File: src/rtl/comp_minmax_tracker_pkg.sv
// Shared definitions for the window min/max tracker.
//   - State encoding for the IDLE / ACCUM / REPORT controller.
//   - Sample width and default window geometry.
package comp_minmax_tracker_pkg;

    localparam int DATA_W          = 16;
    localparam int DEFAULT_WIN_LEN = 8;
    localparam int DEFAULT_IDX_W   = 8;

    typedef enum logic [1:0] {
        ST_IDLE   = 2'd0,
        ST_ACCUM  = 2'd1,
        ST_REPORT = 2'd2
    } state_t;

endpackage : comp_minmax_tracker_pkg

File: src/rtl/comp_minmax_tracker_comp_16.sv
// comp_16: 16-bit unsigned magnitude comparator, purely combinational.
// Ports:
//   a, b       : operands (unsigned)
//   in_A_G_B   : cascade input, decides the "greater" result when a == b
//   out_A_G_B  : a > b (or a == b with in_A_G_B set)
//   out_A_L_B  : a < b
module comp_16
    import comp_minmax_tracker_pkg::*;
(
    input  logic [DATA_W-1:0] a,
    input  logic [DATA_W-1:0] b,
    input  logic              in_A_G_B,
    output logic              out_A_G_B,
    output logic              out_A_L_B
);

    logic gt_s;
    logic eq_s;

    // Magnitude compare with cascade resolution on equality.
    always_comb begin
        gt_s      = (a > b);
        eq_s      = (a == b);
        out_A_G_B = gt_s | (eq_s & in_A_G_B);
        out_A_L_B = (a < b);
    end

endmodule : comp_16

File: src/rtl/comp_minmax_tracker.sv
// comp_minmax_tracker: collects a window of WIN_LEN unsigned samples over a
// valid/ready stream, tracks the maximum and minimum with the index of the
// first occurrence of each, then offers the result on a valid/ready port.
// Ports:
//   clk, rst          : clock, synchronous active-high reset
//   start             : opens a window (only honoured in IDLE)
//   in_valid/in_ready : sample handshake, in_ready high only in ACCUM
//   in_data           : unsigned sample
//   out_valid/out_ready : result handshake, out_valid high only in REPORT
//   out_max, out_min  : window extremes
//   out_max_idx, out_min_idx : 0-based first position of each extreme
//   busy              : high in ACCUM or REPORT
module comp_minmax_tracker
    import comp_minmax_tracker_pkg::*;
#(
    parameter int WIN_LEN = DEFAULT_WIN_LEN,
    parameter int IDX_W   = DEFAULT_IDX_W
) (
    input  logic              clk,
    input  logic              rst,
    input  logic              start,
    input  logic              in_valid,
    input  logic [DATA_W-1:0] in_data,
    output logic              in_ready,
    output logic              out_valid,
    input  logic              out_ready,
    output logic [DATA_W-1:0] out_max,
    output logic [DATA_W-1:0] out_min,
    output logic [IDX_W-1:0]  out_max_idx,
    output logic [IDX_W-1:0]  out_min_idx,
    output logic              busy
);

    localparam logic [IDX_W-1:0] LAST_IDX = IDX_W'(WIN_LEN - 1);

    state_t            state_r;
    state_t            state_next_s;
    logic [IDX_W-1:0]  cnt_r;
    logic [DATA_W-1:0] max_r;
    logic [DATA_W-1:0] min_r;
    logic [IDX_W-1:0]  max_idx_r;
    logic [IDX_W-1:0]  min_idx_r;
    logic              in_ready_r;
    logic              out_valid_r;
    logic              busy_r;
    logic              in_ready_next_s;
    logic              out_valid_next_s;
    logic              busy_next_s;
    logic              accept_s;
    logic              first_s;
    logic              last_s;
    logic              start_take_s;
    logic              max_gt_s;
    logic              min_lt_s;
    logic              max_unused_lt_s;
    logic              min_unused_gt_s;

    // in_ready_r mirrors state ACCUM, so it doubles as the accept qualifier.
    assign accept_s     = in_valid & in_ready_r;
    assign first_s      = (cnt_r == {IDX_W{1'b0}});
    assign last_s       = accept_s & (cnt_r == LAST_IDX);
    assign start_take_s = (state_r == ST_IDLE) & start;

    comp_16 u_cmp_max (
        .a         (in_data),
        .b         (max_r),
        .in_A_G_B  (1'b0),
        .out_A_G_B (max_gt_s),
        .out_A_L_B (max_unused_lt_s)
    );

    comp_16 u_cmp_min (
        .a         (in_data),
        .b         (min_r),
        .in_A_G_B  (1'b0),
        .out_A_G_B (min_unused_gt_s),
        .out_A_L_B (min_lt_s)
    );

    // State register.
    always_ff @(posedge clk) begin
        if (rst) begin
            state_r <= ST_IDLE;
        end else begin
            state_r <= state_next_s;
        end
    end

    // Next-state logic; REPORT always exits to IDLE so a start seen in the
    // exit cycle is dropped.
    always_comb begin
        state_next_s = state_r;
        case (state_r)
            ST_IDLE: begin
                if (start) begin
                    state_next_s = ST_ACCUM;
                end else begin
                    state_next_s = ST_IDLE;
                end
            end
            ST_ACCUM: begin
                if (last_s) begin
                    state_next_s = ST_REPORT;
                end else begin
                    state_next_s = ST_ACCUM;
                end
            end
            ST_REPORT: begin
                if (out_valid_r && out_ready) begin
                    state_next_s = ST_IDLE;
                end else begin
                    state_next_s = ST_REPORT;
                end
            end
            default: begin
                state_next_s = ST_IDLE;
            end
        endcase
    end

    // Output decode from the next state so the flags register alongside it.
    always_comb begin
        in_ready_next_s  = 1'b0;
        out_valid_next_s = 1'b0;
        busy_next_s      = 1'b0;
        case (state_next_s)
            ST_IDLE: begin
                busy_next_s = 1'b0;
            end
            ST_ACCUM: begin
                in_ready_next_s = 1'b1;
                busy_next_s     = 1'b1;
            end
            ST_REPORT: begin
                out_valid_next_s = 1'b1;
                busy_next_s      = 1'b1;
            end
            default: begin
                busy_next_s = 1'b0;
            end
        endcase
    end

    // Handshake/status flag registers.
    always_ff @(posedge clk) begin
        if (rst) begin
            in_ready_r  <= 1'b0;
            out_valid_r <= 1'b0;
            busy_r      <= 1'b0;
        end else begin
            in_ready_r  <= in_ready_next_s;
            out_valid_r <= out_valid_next_s;
            busy_r      <= busy_next_s;
        end
    end

    // Sample counter; holds at the last index so it never wraps in a window.
    always_ff @(posedge clk) begin
        if (rst) begin
            cnt_r <= {IDX_W{1'b0}};
        end else if (start_take_s) begin
            cnt_r <= {IDX_W{1'b0}};
        end else if (accept_s && !last_s) begin
            cnt_r <= cnt_r + IDX_W'(1);
        end else begin
            cnt_r <= cnt_r;
        end
    end

    // Running maximum: sample 0 loads, later only a strictly larger sample
    // replaces it so ties keep the earlier index.
    always_ff @(posedge clk) begin
        if (rst) begin
            max_r     <= {DATA_W{1'b0}};
            max_idx_r <= {IDX_W{1'b0}};
        end else if (accept_s && (first_s || max_gt_s)) begin
            max_r     <= in_data;
            max_idx_r <= cnt_r;
        end else begin
            max_r     <= max_r;
            max_idx_r <= max_idx_r;
        end
    end

    // Running minimum: same policy as the maximum, strictly smaller only.
    always_ff @(posedge clk) begin
        if (rst) begin
            min_r     <= {DATA_W{1'b0}};
            min_idx_r <= {IDX_W{1'b0}};
        end else if (accept_s && (first_s || min_lt_s)) begin
            min_r     <= in_data;
            min_idx_r <= cnt_r;
        end else begin
            min_r     <= min_r;
            min_idx_r <= min_idx_r;
        end
    end

    assign in_ready    = in_ready_r;
    assign out_valid   = out_valid_r;
    assign busy        = busy_r;
    assign out_max     = max_r;
    assign out_min     = min_r;
    assign out_max_idx = max_idx_r;
    assign out_min_idx = min_idx_r;

    // The opposite-direction comparator flags are not needed by this block.
    logic unused_cmp_s;
    assign unused_cmp_s = max_unused_lt_s ^ min_unused_gt_s;

endmodule : comp_minmax_tracker
File: config.mk
export PLATFORM = sky130hd
export DESIGN_NAME = comp_minmax_tracker
export DESIGN_NICKNAME = d
export VERILOG_FILES = /design/src/rtl/comp_minmax_tracker_pkg.sv /design/src/rtl/comp_minmax_tracker_comp_16.sv /design/src/rtl/comp_minmax_tracker.sv
export SDC_FILE = /design/constraint.sdc
export NUM_CORES = 1
export LEC_CHECK = 0
export BUFFER_PORTS_ARGS = -buffer_cell sky130_fd_sc_hd__clkbuf_2
export CORE_ASPECT_RATIO = 0.8
export CORE_MARGIN = 8
export CORE_UTILIZATION = 50
export CTS_CLUSTER_SIZE = 25
export DETAILED_ROUTE_END_ITERATION = 12
export PLACE_DENSITY = 0.77
export SLEW_MARGIN = 30
export SYNTH_ARGS = -nofsm -noshare
export SYNTH_HDL_FRONTEND = slang
export SYNTH_SLANG_ARGS = --single-unit
File: constraint.sdc
create_clock -name clk -period 3.21 [get_ports clk]
set_clock_uncertainty 0.1 [all_clocks]
set_input_delay 0.642 -clock clk [delete_from_list [all_inputs] [get_ports clk]]
set_output_delay 0.642 -clock clk [all_outputs]
set_load 0.01 [all_outputs]
# After elaboration in Yosys (flattened, before gate mapping)
# Cells that the tools add are included.
[totals] in_bits=21 elab_cells=38 ff_bits=61 out_inout_bits=51
[op_classes] n_mux=7 magnitude_cmp=2 n_eq_ne=5 add_sub_neg=1 reduce_logical=11 bitwise_logic=3
[op_table] operator="$gt 16x16->1" n=1
[op_table] operator="$lt 16x16->1" n=1
[op_table] operator="$add 8x1->8 const B" n=1
[op_table] operator="$eq 8x3->1 const B" n=1
[op_table] operator="$logic_not 8->1" n=1
[op_table] operator="$pmux 2 s3" n=1
[op_table] operator="$eq 2x1->1 const B" n=2
[op_table] operator="$eq 2x2->1 const B" n=2
[op_table] operator="$logic_and 1x1->1" n=4
[op_table] operator="$mux 1" n=4
[op_table] operator="$mux 2" n=2
[op_table] operator="$reduce_or 2->1" n=2
[op_table] operator="$and 1x1->1" n=3
[op_table] operator="$logic_not 2->1" n=1
[op_table] operator="$logic_or 1x1->1" n=2
[op_table] operator="$logic_not 1->1" n=1

# Logic depth before layout (Yosys ltp)
[depth] depth_word=7 ltp_mapped=9 mapped_depth_nobuf=9

# By module
# Synthesis repeated with hierarchy kept, for this count alone.
[hier_totals] hier_cells=587 hier_area_um2=4616.9
[by_module_without_submodules] module="comp_minmax_tracker" area_per_inst_um2=3728.6 n_inst=1 seq_area_each_um2=1221.2 cells_each=471
[by_module_without_submodules] module="comp_16" area_per_inst_um2=444.2 n_inst=2 seq_area_each_um2=0.0 cells_each=58

# Worst setup path after synthesis
# OpenSTA, ideal clock, no wires.
[synth_timing] path_kind="input -> register" from="input port in_data[14]" to="register max_r[0] (netlist: out_max[0])" stages=8 required_ns=2.990 arrival_time_ns=2.324 setup_ns=0.120 n_path_buf=1 slack_ns=0.666 path_cell_list="ha_1 -> nand4_1 -> nor3_1 -> or3_1 -> a211oi_1 -> a211oi_4 -> buf_6 -> mux2i_1"
[synth_between] elab_chain_cells=3
[synth_lines] item="from (decl)" line_no="comp_minmax_tracker.sv:23" text="input logic [DATA_W-1:0] in_data,"
[synth_lines] item="$gt 16x16->1" line_no="comp_minmax_tracker_comp_16.sv:22" text="gt_s = (a > b);"
[synth_lines] item="$logic_or 1x1->1" line_no="comp_minmax_tracker.sv:176" text="end else if (accept_s && (first_s || max_gt_s)) begin"
[synth_lines] item="$logic_and 1x1->1" line_no="comp_minmax_tracker.sv:176"
[synth_lines] item="to (signal assigned)" line_no="comp_minmax_tracker.sv:174" text="max_r <= {DATA_W{1'b0}};"
[synth_lines] item="to (signal assigned)" line_no="comp_minmax_tracker.sv:177" text="max_r <= in_data;"
[synth_lines] item="to (signal assigned)" line_no="comp_minmax_tracker.sv:180" text="max_r <= max_r;"
[synth_lines] item="to (decl)" line_no="comp_minmax_tracker.sv:39" text="logic [DATA_W-1:0] max_r;"
# Every way passes these cells.
# A chain may end at the register's enable or synchronous reset.

# Worst setup path after layout
[layout_timing] from="input port in_data[6]" to="register min_r[8] (netlist: out_min[8])"
[layout_between] elab_chain_cells=3
[layout_lines] item="$lt 16x16->1" line_no="comp_minmax_tracker_comp_16.sv:25" text="out_A_L_B = (a < b);"
[layout_lines] item="$logic_or 1x1->1" line_no="comp_minmax_tracker.sv:190" text="end else if (accept_s && (first_s || min_lt_s)) begin"
[layout_lines] item="$logic_and 1x1->1" line_no="comp_minmax_tracker.sv:190"
[layout_lines] item="to (signal assigned)" line_no="comp_minmax_tracker.sv:188" text="min_r <= {DATA_W{1'b0}};"
[layout_lines] item="to (signal assigned)" line_no="comp_minmax_tracker.sv:191" text="min_r <= in_data;"
[layout_lines] item="to (signal assigned)" line_no="comp_minmax_tracker.sv:194" text="min_r <= min_r;"
[layout_lines] item="to (decl)" line_no="comp_minmax_tracker.sv:40" text="logic [DATA_W-1:0] min_r;"
# Every way passes these cells.

==> summary.txt <==
Floorplan
  • Initial core utilization: 52.3%
  • Die ar.: 0.00963 mm2
  • Rows: 26
  • Chip height: 89.4 um
  • Core box area: 0.00644 mm2
  • Ports: 72
  • Die W: 108 um

Power
  • Tot Pwr: 1800 uW
  • PwrDens: 445 mW/mm2
  • Maximum VDD drop: 0.377 mV
  • Leak Pwr: 0.00182 uW

Logic synthesis
  • Post-synthesis cell type count: 35
  • Post-Synth XOR/XNOR Area: 1.30%
  • Largest family of logic cells by synthesized area: simple AND/OR/NAND/NOR gates
  • Mapped Area: 0.00337 mm2
  • Post-synthesis sequential area ratio: 36.3%
  • Yosys reg bits: 61
  • Mux share of post-synthesis cell area: 14.3%
  • Post-synthesis adder-cell area fraction: 13.0%
  • Synth warnings: 0
  • Avg Inst Size Synth: 9.28 um2
  • Syn Inst Count: 363
  • Synth Area in Compound Gates: 7.54%
  • Simple-gate area share of the yosys netlist: 21.7%
  • Post-Synthesis Net Count: 419

Clocking
  • CTS buffer count: 9
  • Post CTS Setup Buffer Count: 0
  • CTS root buf: clkbuf_8
  • Htree depth: 3
  • CTS Hold Bufs: 0
  • Clock tree from TritonCTS: built
  • Quantity of gates resized following cts: 0
  • Sink Count: 61
  • Clk buf depth: 2
  • Clk_lat worst skew: 0.35 ns
  • CTS clk-pin slew, worst paths: 0.07 ns

Drt
  • Routed via count: 2696
  • # DRC: 0
  • WL/cell: 14.8 um
  • Iteration-0 DRC Markers: 89
  • DRT Wirelength: 7820 um
  • Antenna-violating nets left: 0
  • DRT Pass-1 Iters: 5
  • Vias per cell: 5.12

Global routing
  • Total global routing overflow: 0
  • Largest net degree at the start of global routing: 41
  • Global Route Usage Sum: 17.2%
  • Initial antenna violation count: 0
  • Vias in the first global route: 2754
  • Global-route wire length before repair: 13000 um

Setup path
  • CP Class: input port to register
  • CP Capture Type: register
  • Worst EP arrival: 2.69 ns
  • Max Fanout on Critical Path: 16
  • Critical path required time: 3.34 ns
  • Startpoint types: input port

STA
  • Crit share post-route: 79.9%
  • Worst-Margin Slew: 0.609 ns
  • Max-slew headroom: 59.3%
  • Slew Limit Fails: 0
  • RSZ-0062 raised after global routing: false
  • Hold Vio Cnt, Final: 0
  • Final setup viols: 0
  • Setup TNS: 0 ns
  • Fmax: 0.390 GHz
  • Final min period: 2.57 ns

Final layout
  • Cell area after layout: 0.00405 mm2
  • Area grow syn2layout: 20.4%
  • Layout cell share with drive strength beyond 1: 21.7%
  • N_diodes: 0
  • Nets: 494

Place
  • DP Area: 0.00383 mm2
  • RD Place Congestion: 0.804
  • Port Buf Inserts: 71
  • Hpwl dp: 6030 um

Outcome
  • Status: completed

Min path
  • Worst hold path class: register to register

Flow run
  • Max-cap violation count: 0
-- kinds of logic (layout without fill, tap and decap cells) --
logic type / after synthesis / count (layout)
AOI/OAI and AO/OA: 40 / 40
xor gates and xnor gates: 5 / 5
buffers and inverters: 48 / 128
muxes: 48 / 48
and+or+nand+nor: 126 / 126
DFF: 61 / 61
adders and majority gates: 35 / 35
-- cell type report --
class | instances | area (um2)
repair buffers | 76 | 405
flip-flops and latches | 61 | 1220
fillers | 558 | 2390
multi-input cells | 254 | 1970
clock buffers | 9 | 124
inverters | 36 | 135
well taps | 84 | 105
clock inverters | 7 | 97.6
-- cell usage after synthesis, drive strengths merged --
master | number | area [um2]
a211oi | 3 | 35.0
a21oi | 19 | 95.1
a2111oi | 2 | 17.5
a31oi | 1 | 6.26
or4 | 1 | 11.3
a211o | 1 | 8.76
o21ai | 7 | 35.0
xnor2 | 1 | 8.76
dfxtp | 61 | 1220
o21a | 1 | 7.51
nor4 | 1 | 6.26
mux2i | 48 | 480
nand2b | 74 | 463
nand4 | 7 | 43.8
nor4b | 1 | 23.8
o311a | 1 | 10.0
nand2 | 13 | 48.8
or3 | 3 | 18.8
and3 | 1 | 6.26
a21o | 3 | 22.5
nor2b | 2 | 12.5
buf | 4 | 32.5
clkbuf | 8 | 30.0
inv | 36 | 135
ha | 35 | 438
nand3 | 3 | 15.0
nor3 | 1 | 5.00
and2 | 1 | 6.26
nor3b | 1 | 7.51
nor2 | 17 | 63.8
o211ai | 1 | 7.51
o311ai | 1 | 8.76
xor2 | 4 | 35.0
-- where the power goes --
part	total, uW	internal [uW]	switching, uW	leakage, uW
sequential	798	779	19.0	0.000495
combinational	246	111	135	0.00122
clock	759	439	321	0.000106
-- worst paths after layout --
path                                             startpoint                     endpoint  slack (ns)  depth (start not counted)
worst max-delay path                             in_data[6]      out_min[8]$_SDFFE_PP0P_        0.64                          9
worst min-delay path            out_min_idx[0]$_SDFFE_PP0P_  out_min_idx[0]$_SDFFE_PP0P_        0.38                          2
worst max register to register        cnt_r[4]$_SDFFE_PP0P_     out_max[11]$_SDFFE_PP0P_        0.65                          6
worst min register to register  out_min_idx[0]$_SDFFE_PP0P_  out_min_idx[0]$_SDFFE_PP0P_        0.38                          2
-- cells in the final DEF (no fill, tap or decap), drive strengths merged, types with 2 or more instances in the layout --
cell type / netlist / layout
nor2b: 2 / 2
mux2i: 48 / 48
clkbuf: 8 / 80
or3: 3 / 3
a2111oi: 2 / 2
clkinv: 0 / 2
xor2: 4 / 4
buf: 4 / 5
nand3: 3 / 3
nor2: 17 / 17
nand4: 7 / 7
nand2: 13 / 13
dfxtp: 61 / 61
bufinv: 0 / 2
o21ai: 7 / 7
a211oi: 3 / 3
ha: 35 / 35
inv: 36 / 37
a21oi: 19 / 19
a21o: 3 / 3
clkinvlp: 0 / 2
nand2b: 74 / 74
-- flip-flops by register name, summed over array words and instances, names as in the netlist --
register and count:
out_min_idx 8, out_max 16, cnt_r 8, out_max_idx 8
busy 1, in_ready 1, out_min 16, state_r 2
out_valid 1
-- per-layer routing --
layer	wire [um]	share of wire, %	track usage, %
met1	3690	47	20.8
met2	3400	43	26.8
met3	572	7.3	5.69
met4	165	2.1	8.54
met5	0	0	0
-- critical path, cell delays in order --
cell	delay, ns
clkbuf_2	0.12
ha_1	0.32
a21o_1	0.19
a211oi_1	0.25
o21ai_0	0.17
a21oi_1	0.38
o311ai_4	0.24
buf_12	0.24
mux2i_1	0.13
-- through the flow --
stage / utilization, % / std cells / setup slack [ns] / hold WS, ns
final: 62.9 / 527 / 0.644 / 0.377
after global routing: 62.9 / 527 / 0.432 / 0.401
after CTS: 62.9 / 527 / 0.637 / 0.379
after detailed placement: 59.5 / 511 / 0.280 / 0.369
after global placement: 59.5 / 511 / 0.379 / 0.363
after floorplan: - / 363 / 0.666 / 0.371
Note: power is estimated with default switching activity, not from simulation.
